--- src/rtl/halflife_decay_timer_pkg.sv ---
`default_nettype none
// ============================================================================
// Module   : halflife_pkg
// Purpose  : Mode and state encodings shared by the half-life decay timer.
// Revision : 1.0 - initial release
// ============================================================================
package halflife_pkg;

   typedef enum logic [1:0] {
      MODE_DECAY = 2'b00,
      MODE_DOWN  = 2'b01,
      MODE_UP    = 2'b10,
      MODE_HOLD  = 2'b11
   } mode_t;

   typedef enum logic [1:0] {
      ST_IDLE = 2'b00,
      ST_RUN  = 2'b01,
      ST_DONE = 2'b10
   } state_t;

endpackage
`default_nettype wire

--- src/rtl/halflife_decay_timer_if.sv ---
`default_nettype none
// ============================================================================
// Module   : halflife_decay_timer_if
// Purpose  : Load/control/status bundle between the wrapper and the timer.
// Revision : 1.0 - initial release
// ============================================================================
interface halflife_decay_timer_if #(
   parameter int WIDTH  = 8,
   parameter int PER_W  = 8,
   parameter int HCNT_W = 4
);
   logic              load_val;
   logic [WIDTH-1:0]  value_in;
   logic              load_per;
   logic [PER_W-1:0]  period_in;
   logic [1:0]        mode;
   logic              start;
   logic              stop;
   logic [WIDTH-1:0]  value;
   logic [HCNT_W-1:0] halves;
   logic              tick;
   logic              running;
   logic              done;

   modport master (
      output load_val, value_in, load_per, period_in, mode, start, stop,
      input  value, halves, tick, running, done
   );

   modport slave (
      input  load_val, value_in, load_per, period_in, mode, start, stop,
      output value, halves, tick, running, done
   );
endinterface
`default_nettype wire

--- src/rtl/halflife_decay_timer_prescaler.sv ---
`default_nettype none
// ============================================================================
// Module   : halflife_prescaler
// Purpose  : Period counter; tick marks the cycle where count equals period.
// Revision : 1.0 - initial release
// ============================================================================
module halflife_prescaler #(
   parameter int PER_W = 8
) (
   input  wire logic             clk,
   input  wire logic             rst,
   input  wire logic             en,
   input  wire logic             clr,
   input  wire logic [PER_W-1:0] period,
   output logic                  tick
);
   logic [PER_W-1:0] r_count;

   assign tick = en & (r_count == period);

   always_ff @(posedge clk) begin
      if (rst || clr) begin
         r_count <= '0;
      end else if (en) begin
         r_count <= tick ? '0 : r_count + PER_W'(1);
      end
   end
endmodule
`default_nettype wire

--- src/rtl/halflife_decay_timer.sv ---
`default_nettype none
// ============================================================================
// Module   : halflife_decay_timer
// Purpose  : Periodic value updater (halve / down / up / hold) with done flag.
// Revision : 1.0 - initial release
// ============================================================================
module halflife_decay_timer
   import halflife_pkg::*;
#(
   parameter int               WIDTH      = 8,
   parameter int               PER_W      = 8,
   parameter int               HCNT_W     = 4,
   parameter logic [PER_W-1:0] PERIOD_RST = PER_W'(15)
) (
   input wire logic                clk,
   input wire logic                rst,
   halflife_decay_timer_if.slave   bus
);
   localparam logic [WIDTH-1:0]  c_val_max  = '1;
   localparam logic [HCNT_W-1:0] c_half_max = '1;

   state_t            r_state;
   logic [WIDTH-1:0]  r_value;
   logic [HCNT_W-1:0] r_halves;
   logic [PER_W-1:0]  r_period;
   logic              r_running;
   logic              r_done;

   mode_t             w_mode;
   logic              w_load;
   logic              w_expire;
   logic              w_tick;
   logic              w_start;
   logic [WIDTH-1:0]  w_next_value;

   function automatic logic is_terminal(input mode_t m, input logic [WIDTH-1:0] v);
      case (m)
         MODE_DECAY, MODE_DOWN: is_terminal = (v == '0);
         MODE_UP:               is_terminal = (v == c_val_max);
         default:               is_terminal = 1'b0;
      endcase
   endfunction

   assign w_mode  = mode_t'(bus.mode);
   assign w_load  = bus.load_val | bus.load_per;
   assign w_start = (r_state != ST_RUN) & bus.start;
   // Any higher-priority event in the expiry cycle swallows the tick.
   assign w_tick  = w_expire & ~rst & ~w_load & ~bus.stop;

   halflife_prescaler #(.PER_W(PER_W)) u_prescaler (
      .clk    (clk),
      .rst    (rst),
      .en     (r_state == ST_RUN),
      .clr    (w_load | (r_state != ST_RUN)),
      .period (r_period),
      .tick   (w_expire)
   );

   always_comb begin
      w_next_value = r_value;
      case (w_mode)
         MODE_DECAY: w_next_value = r_value >> 1;
         MODE_DOWN:  w_next_value = (r_value == '0) ? r_value : r_value - WIDTH'(1);
         MODE_UP:    w_next_value = (r_value == c_val_max) ? r_value : r_value + WIDTH'(1);
         default:    w_next_value = r_value;
      endcase
   end

   always_ff @(posedge clk) begin
      if (rst) begin
         r_state   <= ST_IDLE;
         r_value   <= '0;
         r_halves  <= '0;
         r_period  <= PERIOD_RST;
         r_running <= 1'b0;
         r_done    <= 1'b0;
      end else if (w_load) begin
         if (bus.load_val) begin
            r_value  <= bus.value_in;
            r_halves <= '0;
         end
         if (bus.load_per) begin
            r_period <= bus.period_in;
         end
      end else if ((r_state == ST_RUN) && bus.stop) begin
         r_state   <= ST_IDLE;
         r_running <= 1'b0;
      end else if (w_start) begin
         if (is_terminal(w_mode, r_value)) begin
            r_state   <= ST_DONE;
            r_running <= 1'b0;
            r_done    <= 1'b1;
         end else begin
            r_state   <= ST_RUN;
            r_running <= 1'b1;
            r_done    <= 1'b0;
         end
      end else if (w_tick) begin
         r_value <= w_next_value;
         if ((w_mode == MODE_DECAY) && (r_halves != c_half_max)) begin
            r_halves <= r_halves + HCNT_W'(1);
         end
         if (is_terminal(w_mode, w_next_value)) begin
            r_state   <= ST_DONE;
            r_running <= 1'b0;
            r_done    <= 1'b1;
         end
      end
   end

   assign bus.value   = r_value;
   assign bus.halves  = r_halves;
   assign bus.tick    = w_tick;
   assign bus.running = r_running;
   assign bus.done    = r_done;
endmodule
`default_nettype wire
--- src/flat_wrapper.sv ---
// flat-port wrapper written by rule: the top's interface ports become plain ports
module halflife_decay_timer_flat import halflife_pkg::*;
#(
   parameter int               WIDTH      = 8,
   parameter int               PER_W      = 8,
   parameter int               HCNT_W     = 4,
   parameter logic [PER_W-1:0] PERIOD_RST = PER_W'(15)
)
  (clk, rst, bus_load_val, bus_value_in, bus_load_per, bus_period_in, bus_mode, bus_start, bus_stop, bus_value, bus_halves, bus_tick, bus_running, bus_done);
  halflife_decay_timer_if #(.WIDTH(WIDTH), .PER_W(PER_W), .HCNT_W(HCNT_W)) bus_i ();
  input wire logic clk;
  input wire logic rst;
  input wire logic [$bits(bus_i.load_val)-1:0] bus_load_val;
  input wire logic [$bits(bus_i.value_in)-1:0] bus_value_in;
  input wire logic [$bits(bus_i.load_per)-1:0] bus_load_per;
  input wire logic [$bits(bus_i.period_in)-1:0] bus_period_in;
  input wire logic [$bits(bus_i.mode)-1:0] bus_mode;
  input wire logic [$bits(bus_i.start)-1:0] bus_start;
  input wire logic [$bits(bus_i.stop)-1:0] bus_stop;
  output wire logic [$bits(bus_i.value)-1:0] bus_value;
  output wire logic [$bits(bus_i.halves)-1:0] bus_halves;
  output wire logic [$bits(bus_i.tick)-1:0] bus_tick;
  output wire logic [$bits(bus_i.running)-1:0] bus_running;
  output wire logic [$bits(bus_i.done)-1:0] bus_done;
  assign bus_i.load_val = bus_load_val;
  assign bus_i.value_in = bus_value_in;
  assign bus_i.load_per = bus_load_per;
  assign bus_i.period_in = bus_period_in;
  assign bus_i.mode = bus_mode;
  assign bus_i.start = bus_start;
  assign bus_i.stop = bus_stop;
  assign bus_value = bus_i.value;
  assign bus_halves = bus_i.halves;
  assign bus_tick = bus_i.tick;
  assign bus_running = bus_i.running;
  assign bus_done = bus_i.done;
  halflife_decay_timer #(.WIDTH(WIDTH), .PER_W(PER_W), .HCNT_W(HCNT_W), .PERIOD_RST(PERIOD_RST)) u_core (.clk(clk), .rst(rst), .bus(bus_i));
endmodule
--- config.mk ---
export PLATFORM = sky130hd
export DESIGN_NAME = halflife_decay_timer_flat
export DESIGN_NICKNAME = d
export VERILOG_FILES = /design/src/rtl/halflife_decay_timer_pkg.sv /design/src/rtl/halflife_decay_timer_if.sv /design/src/rtl/halflife_decay_timer_prescaler.sv /design/src/rtl/halflife_decay_timer.sv /design/src/flat_wrapper.sv
export SDC_FILE = /design/constraint.sdc
export NUM_CORES = 1
export LEC_CHECK = 0
export ABC_AREA = 1
export BUFFER_PORTS_ARGS = -buffer_cell sky130_fd_sc_hd__buf_2
export CAP_MARGIN = 20
export CORE_ASPECT_RATIO = 2
export CORE_MARGIN = 2
export CORE_UTILIZATION = 56
export DETAILED_ROUTE_END_ITERATION = 16
export GPL_TIMING_DRIVEN = 0
export MAX_ROUTING_LAYER = met4
export PLACE_DENSITY = 0.77
export SLEW_MARGIN = 20
export SYNTH_ARGS = -nofsm -noshare
export SYNTH_HDL_FRONTEND = slang
export SYNTH_SLANG_ARGS = --single-unit
--- constraint.sdc ---
create_clock -name clk -period 2.27 [get_ports clk]
set_input_delay 0.454 -clock clk [delete_from_list [all_inputs] [get_ports clk]]
set_output_delay 0.454 -clock clk [all_outputs]
set_load 0.02 [all_outputs]
==> impl_metrics.json <==
{
  "synth-seq-area-share_pct": 27.93,
  "grt_start_max_net_pins": 11,
  "drt_iter0_drc": 84,
  "grt_usage_pct": 31.23,
  "yosysWarnings": 0,
  "layout_worst_path_cycle_share_pct": 93.50,
  "finalNonFillerCells": 445,
  "syn_area_um2": 2222,
  "relSlewSlack_pct": 62.78,
  "setup_violations": 0,
  "grt_pass1_wl_mm": 10.58,
  "yosysTopAreaCell": "dfxtp_1",
  "fin_crit_ns": 2.123,
  "clock_sinks": 31,
  "power_density_nw_per_um2": 562.9,
  "nFillCells": 353,
  "synth_area_leaders": "dfxtp_1 28%, nand2_1 14%, nand3_1 8.6%, nor2_1 7.3%, inv_1 6.6%",
  "ys_top_cells_by_count": "82 x nand2_1, 43 x nor2_1, 39 x inv_1",
  "placed_area_um2": 2476,
  "row_count": 32,
  "core_area_um2": 3844,
  "cts_max_level": 2,
  "power.leakage_nw": 1.254,
  "dr.pass1.iters": 4,
  "dp.cells": 432,
  "die_y_um": 93.09,
  "crit_arrival_ns": 1.67,
  "area_delta_synth_final_pct": 23.59,
  "cts_max_path_buffers": 2,
  "dpl.hpwl_mm": 5.049,
  "seqCellArea_um2": 633.1,
  "postSynthCellCount": 343,
  "ios": 39,
  "fin_nets": 422,
  "avgSynthCellArea_um2": 6.479,
  "ant_nets": 0,
  "gp_congestion": 0.9969,
  "wirelength_mm": 6.506,
  "max_freq_ghz": 0.4711,
  "status": "complete, no violations",
  "postSynth.asyncResetShare_pct": 0,
  "crit_required_ns": 1.82,
  "clk_pin_slew_ns": 0.07,
  "met2_usage_pct": 61.92,
  "multi_input_area_um2": 1486,
  "hold_path.class": "in -> reg",
  "antenna_cells": 0,
  "gr-usage-met1_pct": 26.86,
  "synth_top_area_share_pct": 27.93,
  "fp.dieArea_um2": 4518,
  "worstSkewPairLatency_ns": 0.29,
  "synth_edf_count": 0,
  "ir_drop_mv": 0.3518,
  "post-synth-top-count-cell": "nand2_1",
  "critPathMaxFanout": 5,
  "via_count": 2411,
  "wire_per_inst_um": 14.62,
  "drive_gt1_share_pct": 26.14,
  "antenna_found_initial": 0,
  "top_usage_layer": "met2",
  "critPathKind": "reg -> out",
  "cts_buffers": 5,
  "ys_ff_latch": 31,
  "cts_tree": "built",
  "yosysUniqueCellTypes": 37,
  "gr-total-overflow": 0,
  "syn-num-nets": 372,
  "critical_path.startpoint_type": "flop",
  "final-max-slew-violation-count": 0,
  "portBuffers": 38,
  "root_buffer": "clkbuf_8",
  "drc_errors": 0,
  "hold_viol_final": 0,
  "end_kind": "output port",
  "synth_flop_cell": "dfxtp_1",
  "dieWidth_um": 48.54,
  "viasPerCell": 5.418,
  "drv_cap": 0,
  "fin_area_um2": 2746,
  "tightestPinTransition_ns": 0.5583,
  "grt_pass1_vias": 2382,
  "met3_usage_pct": 3.035,
  "grt_setup_unrepaired": "yes",
  "start_util_pct": 57.81,
  "skew_ns": 0.006497
}
path summary, 6_finish.rpt:
path                                     startpoint                 end  slack (ns)  depth (start not counted)
worst max-delay path              u_core.r_state[0]            bus_tick        0.15                          7
worst min-delay path               bus_period_in[2]  u_core.r_period[2]        0.38                          3
worst max register to register  u_core.bus.value[4]   u_core.r_state[1]        0.16                         17
worst min register to register   u_core.r_period[2]  u_core.r_period[2]        0.48                          2
metal layers:
layer	routed length [um]	vias to the layer above	part of all wire [%]
met3	208	20	3.2
met5	0	-	0
met2	3708	76	57
met4	293	0	4.5
met1	2295	1099	35
li1	-	1216	-
flip-flops by register name (all words and copies together) (netlist names):
| signal | count |
|---|---|
| u_core.bus.value | 8 |
| u_core.u_prescaler.r_count | 8 |
| u_core.bus.halves | 4 |
| u_core.r_period | 8 |
| u_core.r_state | 2 |
| u_core.bus.done | 1 |
layout make-up:
| type | count | share of cell area (%) |
|---|---|---|
| Multi-Input combinational cell | 261 | 54.12 |
| Sequential cell | 31 | 23.05 |
| Timing Repair Buffer | 43 | 8.292 |
| Inverter | 44 | 6.287 |
| Clock buffer | 6 | 3.007 |
| Tap cell | 51 | 2.323 |
| Buffer | 7 | 1.640 |
| Clock inverter | 2 | 1.276 |
repair_timing:
action	CTS	global route
gates resized for setup	2	35
buffers inserted	0	5
endpoints found under the setup margin	2	3
hold buffers	0	0
pin swaps	0	15
hold endpoints to repair	0	0
logic make-up (layout without fill, tap and decap cells):
group | after synthesis | after routing | share of synthesized area [%]
AO/OA/AOI/OAI | 51 | 51 | 13.63
XOR/XNOR | 13 | 13 | 5.124
adder cells (fa/ha/maj) | 5 | 5 | 2.815
buffers and inverters | 51 | 102 | 9.346
flip-flops | 31 | 31 | 27.93
AND/OR/NAND/NOR | 192 | 192 | 41.16
power by group:
part           switching [mW]  total [mW]  internal [mW]
clock network           0.210       0.565          0.355
logic                   0.239       0.375          0.137
registers              0.0351       0.605          0.570
total                   0.484        1.55           1.06
placed cells by master, fill, tap and decap left out, drive strengths merged:
cell type  count
a21boi         1
a21oi         19
a221oi         7
a31oi          1
buf           46
bufinv         1
clkbuf        10
clkinv         2
dfxtp         31
ha             5
inv           43
nand2         87
nand3         41
nand4          5
nor2          52
nor3           5
nor3b          2
o211a          1
o211ai         1
o21ai         18
o21bai         1
o22ai          1
o31ai          1
xnor2         10
xor2           3
critical path, cell delays in order, from the launching register on:
cell     delay [ns]
dfxtp_1        0.36
inv_1          0.05
nor2_1         0.14
inv_2          0.08
nor3_2         0.19
inv_2          0.07
nor3_4         0.27
buf_2          0.22
per-stage QoR:
stage | setup slack, ns | setup TNS [ns] | hold WS [ns] | power (mW) | util [%]
2_1_floorplan | 0.2154 | 0 | 0.4394 | 0.8459 | -
5_1_grt | -0.04211 | -0.04550 | 0.3985 | 1.607 | 71.45
4_1_cts | 0.04962 | 0 | 0.3794 | 1.508 | 67.55
6_report | 0.1475 | 0 | 0.3814 | 1.546 | 71.45
3_3_place_gp | -0.002910 | -0.002910 | 0.4483 | 0.9483 | 64.42
3_5_place_dp | -0.02285 | -0.03047 | 0.4681 | 0.9522 | 64.42
Note: power is estimated with default switching activity, not from simulation.
